## src/rtl/i2s_pkg.sv

```systemverilog
// Shared I2S definitions: word/frame geometry and the sample-pair payload.
package i2s_pkg;

  localparam int unsigned I2S_WORD_BITS   = 16;
  localparam int unsigned I2S_FRAME_SLOTS = 32;
  localparam int unsigned I2S_SLOT_W      = $clog2(I2S_FRAME_SLOTS);

  typedef struct packed {
    logic signed [I2S_WORD_BITS-1:0] l;
    logic signed [I2S_WORD_BITS-1:0] r;
  } i2s_pair_t;

  // Word select for a slot: left half of the frame is 0, right half is 1.
  function automatic logic i2s_ws_of(input logic [I2S_SLOT_W-1:0] slot);
    return slot >= I2S_SLOT_W'(I2S_FRAME_SLOTS / 2);
  endfunction

endpackage

```

## src/rtl/i2s_bclk_gen.sv

```systemverilog
// Bit-clock generator: divides CLK_AUDIO by 2*CLK_DIV and strobes the cycle BCLK falls.
module i2s_bclk_gen #(
  parameter int unsigned CLK_DIV = 8
) (
  input  logic CLK_AUDIO,
  input  logic RESET,
  output logic bclk,
  output logic fall_c
);

  localparam int unsigned   DIV_W    = (CLK_DIV > 1) ? $clog2(CLK_DIV) : 1;
  localparam logic [DIV_W-1:0] DIV_LAST = DIV_W'(CLK_DIV - 1);

  logic [DIV_W-1:0] div_cnt;
  logic             tc_c;

  assign tc_c   = (div_cnt == DIV_LAST);
  assign fall_c = tc_c & bclk;

  always_ff @(posedge CLK_AUDIO) begin
    if (RESET) begin
      div_cnt <= '0;
      bclk    <= 1'b0;
    end else if (tc_c) begin
      div_cnt <= '0;
      bclk    <= ~bclk;
    end else begin
      div_cnt <= div_cnt + DIV_W'(1);
    end
  end

endmodule

```

## src/rtl/i2s_tx.sv

```systemverilog
// I2S bus-master transmitter: one-deep sample buffer, 32-slot frame, MSB-first shifter.
module i2s_tx
  import i2s_pkg::*;
#(
  parameter int unsigned CLK_DIV = 8
) (
  input  logic                            CLK_AUDIO,
  input  logic                            RESET,
  input  logic signed [I2S_WORD_BITS-1:0] sample_l,
  input  logic signed [I2S_WORD_BITS-1:0] sample_r,
  input  logic                            sample_valid,
  output logic                            sample_ready,
  output logic                            i2s_bclk,
  output logic                            i2s_ws,
  output logic                            i2s_data,
  output logic                            frame_load,
  output logic                            underrun
);

  localparam int unsigned             SHIFT_W   = 2 * I2S_WORD_BITS;
  localparam logic [I2S_SLOT_W-1:0]   SLOT_LOAD = I2S_SLOT_W'(1);

  logic                  fall_c;
  logic [I2S_SLOT_W-1:0] slot;
  logic [I2S_SLOT_W-1:0] slot_nxt_c;
  logic [SHIFT_W-1:0]    shifter;
  i2s_pair_t             hold;
  i2s_pair_t             prev_pair;
  i2s_pair_t             load_pair_c;
  logic                  hold_valid;
  logic                  hold_valid_nxt_c;
  logic                  take_c;
  logic                  load_c;

  i2s_bclk_gen #(.CLK_DIV(CLK_DIV)) u_bclk_gen (
    .CLK_AUDIO (CLK_AUDIO),
    .RESET     (RESET),
    .bclk      (i2s_bclk),
    .fall_c    (fall_c)
  );

  assign take_c      = sample_valid & sample_ready;
  assign slot_nxt_c  = slot + I2S_SLOT_W'(1);
  assign load_c      = fall_c & (slot_nxt_c == SLOT_LOAD);
  assign load_pair_c = hold_valid ? hold : prev_pair;
  assign i2s_data    = shifter[SHIFT_W-1];

  // A load empties the buffer; a transfer on the same edge refills it.
  always_comb begin
    hold_valid_nxt_c = hold_valid;
    if (load_c) hold_valid_nxt_c = 1'b0;
    if (take_c) hold_valid_nxt_c = 1'b1;
  end

  always_ff @(posedge CLK_AUDIO) begin
    if (RESET) begin
      slot         <= '0;
      shifter      <= '0;
      hold         <= '0;
      prev_pair    <= '0;
      hold_valid   <= 1'b0;
      sample_ready <= 1'b1;
      frame_load   <= 1'b0;
      underrun     <= 1'b0;
      i2s_ws       <= 1'b0;
    end else begin
      frame_load   <= load_c;
      hold_valid   <= hold_valid_nxt_c;
      sample_ready <= ~hold_valid_nxt_c | load_c;
      if (take_c) begin
        hold <= {sample_l, sample_r};
      end
      if (fall_c) begin
        slot   <= slot_nxt_c;
        i2s_ws <= i2s_ws_of(slot_nxt_c);
        if (load_c) begin
          shifter   <= load_pair_c;
          prev_pair <= load_pair_c;
          if (!hold_valid) underrun <= 1'b1;
        end else begin
          shifter <= {shifter[SHIFT_W-2:0], 1'b0};
        end
      end
    end
  end

endmodule

```

## config.mk

```make
export PLATFORM = sky130hd
export DESIGN_NAME = i2s_tx
export DESIGN_NICKNAME = d
export VERILOG_FILES = /design/src/rtl/i2s_pkg.sv /design/src/rtl/i2s_bclk_gen.sv /design/src/rtl/i2s_tx.sv
export SDC_FILE = /design/constraint.sdc
export NUM_CORES = 1
export LEC_CHECK = 0
export ABC_AREA = 1
export BUFFER_PORTS_ARGS = -buffer_cell sky130_fd_sc_hd__buf_4
export CORE_AREA = 10 10 144 132
export DETAILED_ROUTE_END_ITERATION = 8
export DIE_AREA = 0 0 154 142
export GPL_ROUTABILITY_DRIVEN = 0
export PLACE_DENSITY_LB_ADDON = 0.08
export SLEW_MARGIN = 0
export SYNTH_ARGS = -nofsm -noshare
export SYNTH_HDL_FRONTEND = slang
export SYNTH_HIERARCHICAL = 1
export SYNTH_SLANG_ARGS = --single-unit
```

## constraint.sdc

```tcl
create_clock -name CLK_AUDIO -period 1.9 [get_ports CLK_AUDIO]
set_clock_uncertainty 0.2 [all_clocks]
set_input_delay 0.57 -clock CLK_AUDIO [delete_from_list [all_inputs] [get_ports CLK_AUDIO]]
set_output_delay 0.57 -clock CLK_AUDIO [all_outputs]
set_load 0.01 [all_outputs]
```

==> summary.txt <==
Run status
  • Failing checks: negative setup slack
  • Status: complete, but fails checks

Routing
  • # DRC: 0
  • Vias per cell: 4.62
  • Router iterations before antenna repair: 4
  • Vias: 4385
  • Starting DRC count in detailed routing: 239
  • DR WL/cell: 14.2 µm
  • Antenna viol nets, final: 0
  • Post-Route WL: 13500 µm

Die
  • Core area: 16000 µm²
  • Row count: 44
  • Die Ht: 142 µm
  • Full die area: 21900 µm²
  • Die span in x: 154 µm
  • IO Pins: 41
  • Initial Util: 29.4%

Layout
  • Nets: 776
  • Post-Layout Cell Count: 949
  • Area growth from synthesis to layout: 31.1%
  • Post-layout util: 38.6%
  • Fraction of layout cells with a size suffix above 1: 22.5%
  • Inserted Diodes: 0

Min path
  • HP Class: flop to flop
  • HP Start: u_bclk_gen/div_cnt[0]
  • Worst Hold End: u_bclk_gen/div_cnt[0]
  • Worst hold stages: 1

Setup path
  • CP Capture Type: flop
  • Kind of critical path: flop to flop
  • Critical Path RT: 1.93 ns
  • R2R cell count: 12
  • Reg2reg setup slack: -0.04 ns
  • CP Data Arrival Time: 1.98 ns
  • Worst-path fanout max: 8
  • Reg-to-reg endpoint: prev_pair[22]
  • Critical path startpoint category: flop
  • Worst r2r src: u_bclk_gen/div_cnt[0]

Power
  • Peak supply drop: 0.000470 V
  • Total power: 4.73 mW
  • P_leak: 2.65 nW
  • PD cells: 766 nW/µm²

Logic synthesis
  • Synthesized area: 4710 µm²
  • Most instantiated library cell after synthesis: nand2_1
  • Ys async rst share: 0%
  • Post-synth EDFFs: 0
  • Register area share after synthesis: 46.3%
  • Distinct cells, synth: 20
  • Syn Inst Count: 694
  • Post-synth top flop: dfxtp_1
  • #FFs+latches synth: 109
  • Post-synth top area share: 46.3%
  • Syn_nets: 733
  • Synth top cells by count: nand2_1, nor2_1, dfxtp_1
  • Area leader, netlist: dfxtp_1
  • Top cells by area, synth: dfxtp_1, nand2_1, nor2_1, nand4_1, a21oi_1
  • Yosys warnings: 6
  • Mapped Avg Cell Area: 6.79 µm²

Placement
  • Place WS: -0.111 ns
  • PortBufs: 40
  • Placed insts: 917
  • Post-DP HPWL: 7470 µm

Global routing
  • Vias in the first global route: 4075
  • Initial antenna violation count: 0
  • Total GRT Usage: 11.2%
  • First-pass GRT wire length: 20400 µm
  • Global route overflow: 0
  • Largest net degree at the start of global routing: 68

STA
  • Fmax: 0.515 GHz
  • Final setup margin: -0.0430 ns
  • Period utilization: 102%
  • Max_slew headroom: 71.3%
  • Max Slew Vio Count: 0
  • Hold Vio Cnt, Final: 0
  • Worst Max-Slew Pin Slew: 0.431 ns
  • Unrepaired setup endpoints after global routing: true
  • Setup TNS: -0.537 ns
  • Tmin final: 1.94 ns
  • Final setup violation count: 26

Clocking
  • Root buffer cell: clkbuf_16
  • Clk pin slew, worst setup/hold paths: 0.07 ns
  • H-tree depth: 3
  • TritonCTS Buffers: 9
  • Sink Count: 109
  • Max Root-Sink Buffers: 2
  • Clk_lat worst skew: 0.36 ns
  • CTS Hold Bufs: 0
  • CTS tree: done

Flow run
  • MaxCap Viol Count: 0
-- through the flow --
stage          hold WS [ns]  instance area (µm²)
5_1_grt               0.251                 6180
4_1_cts               0.231                 5670
3_3_place_gp          0.212                 5310
6_report              0.234                 6180
3_5_place_dp          0.221                 5310
2_1_floorplan         0.205                 4740
-- power by group --
| group | internal, mW | total (mW) | switching (mW) |
|---|---|---|---|
| Combinational | 0.134 | 0.325 | 0.191 |
| Clock | 1.15 | 2.02 | 0.869 |
| Sequential | 2.35 | 2.39 | 0.0362 |
-- worst max-delay path, cell delays in order, from the launching register on --
cell and delay, ns:
dfxtp_2 0.35, ha_4 0.14, ha_4 0.13, nand2_4 0.06
inv_4 0.07, nand3_4 0.07, nor2_4 0.15, nand3_4 0.11
buf_12 0.16, buf_12 0.14, buf_8 0.13, nand2_1 0.05
a21oi_1 0.05
-- how the worst max path moves through the flow --
| stage | to | from | slack (ns) |
|---|---|---|---|
| final | prev_pair[22] | u_bclk_gen/div_cnt[0] | -0.04 |
| after global routing | shifter[4] | u_bclk_gen/div_cnt[0] | -0.15 |
| after CTS | prev_pair[20] | u_bclk_gen/div_cnt[0] | 0.006 |
| after detailed placement | shifter[1] | u_bclk_gen/div_cnt[0] | -0.11 |
| after global placement | shifter[14] | u_bclk_gen/div_cnt[1] | -0.08 |
| after floorplan | shifter[16] | u_bclk_gen/div_cnt[1] | -0.03 |
-- logic make-up (layout without fill, tap and decap cells) --
group | count (synthesis) | after routing | share of synthesized area (%)
AND/OR/NAND/NOR | 409 | 409 | 35.8
flip-flops | 109 | 109 | 46.3
buffers and inverters | 98 | 146 | 8.74
AO/OA/AOI/OAI | 74 | 74 | 8.07
adder cells (fa/ha/maj) | 4 | 4 | 1.06
-- registers in the layout, indices dropped and copies added (netlist names) --
name                cells
frame_load              1
hold                   32
hold_valid              1
i2s_ws                  1
prev_pair              32
sample_ready            1
shifter                32
slot                    4
u_bclk_gen/bclk         1
u_bclk_gen/div_cnt      3
underrun                1
-- layout make-up --
class                           count  area (µm²)
Fill cell                        1717        9840
Multi-Input combinational cell    487        2390
Sequential cell                   109        2180
Timing Repair Buffer               80         832
Tap cell                          207         259
Clock buffer                        9         225
Inverter                           50         190
Clock inverter                      7        90.1
-- cell usage in the layout (no fill, tap or decap), drive strengths merged --
master	Yosys	final
nand2	207	207
ha	4	4
a21oi	36	36
o211ai	4	4
nand4	34	34
dfxtp	109	109
bufinv	0	2
clkbuf	23	14
clkinv	0	3
o21ai	34	34
buf	25	75
clkinvlp	0	2
nor2	133	133
nand3	35	35
inv	50	50
-- metal layers --
metal  up-vias  share of wire [%]  track usage (%)
met1      2006                 51             14.6
met2        83                 44             17.4
met5         -                  0                0
met4         0                1.2             3.83
li1       2283                  -                -
met3        13                4.1             3.05
-- timing repair --
item | 4_1_cts | 5_1_grt
gates resized for setup | 9 | 78
setup endpoints to repair | 64 | 59
cloned | 0 | 9
buffers inserted | 1 | 6
pin swaps | 2 | 44
No activity file was read; power rests on OpenSTA's default activity.
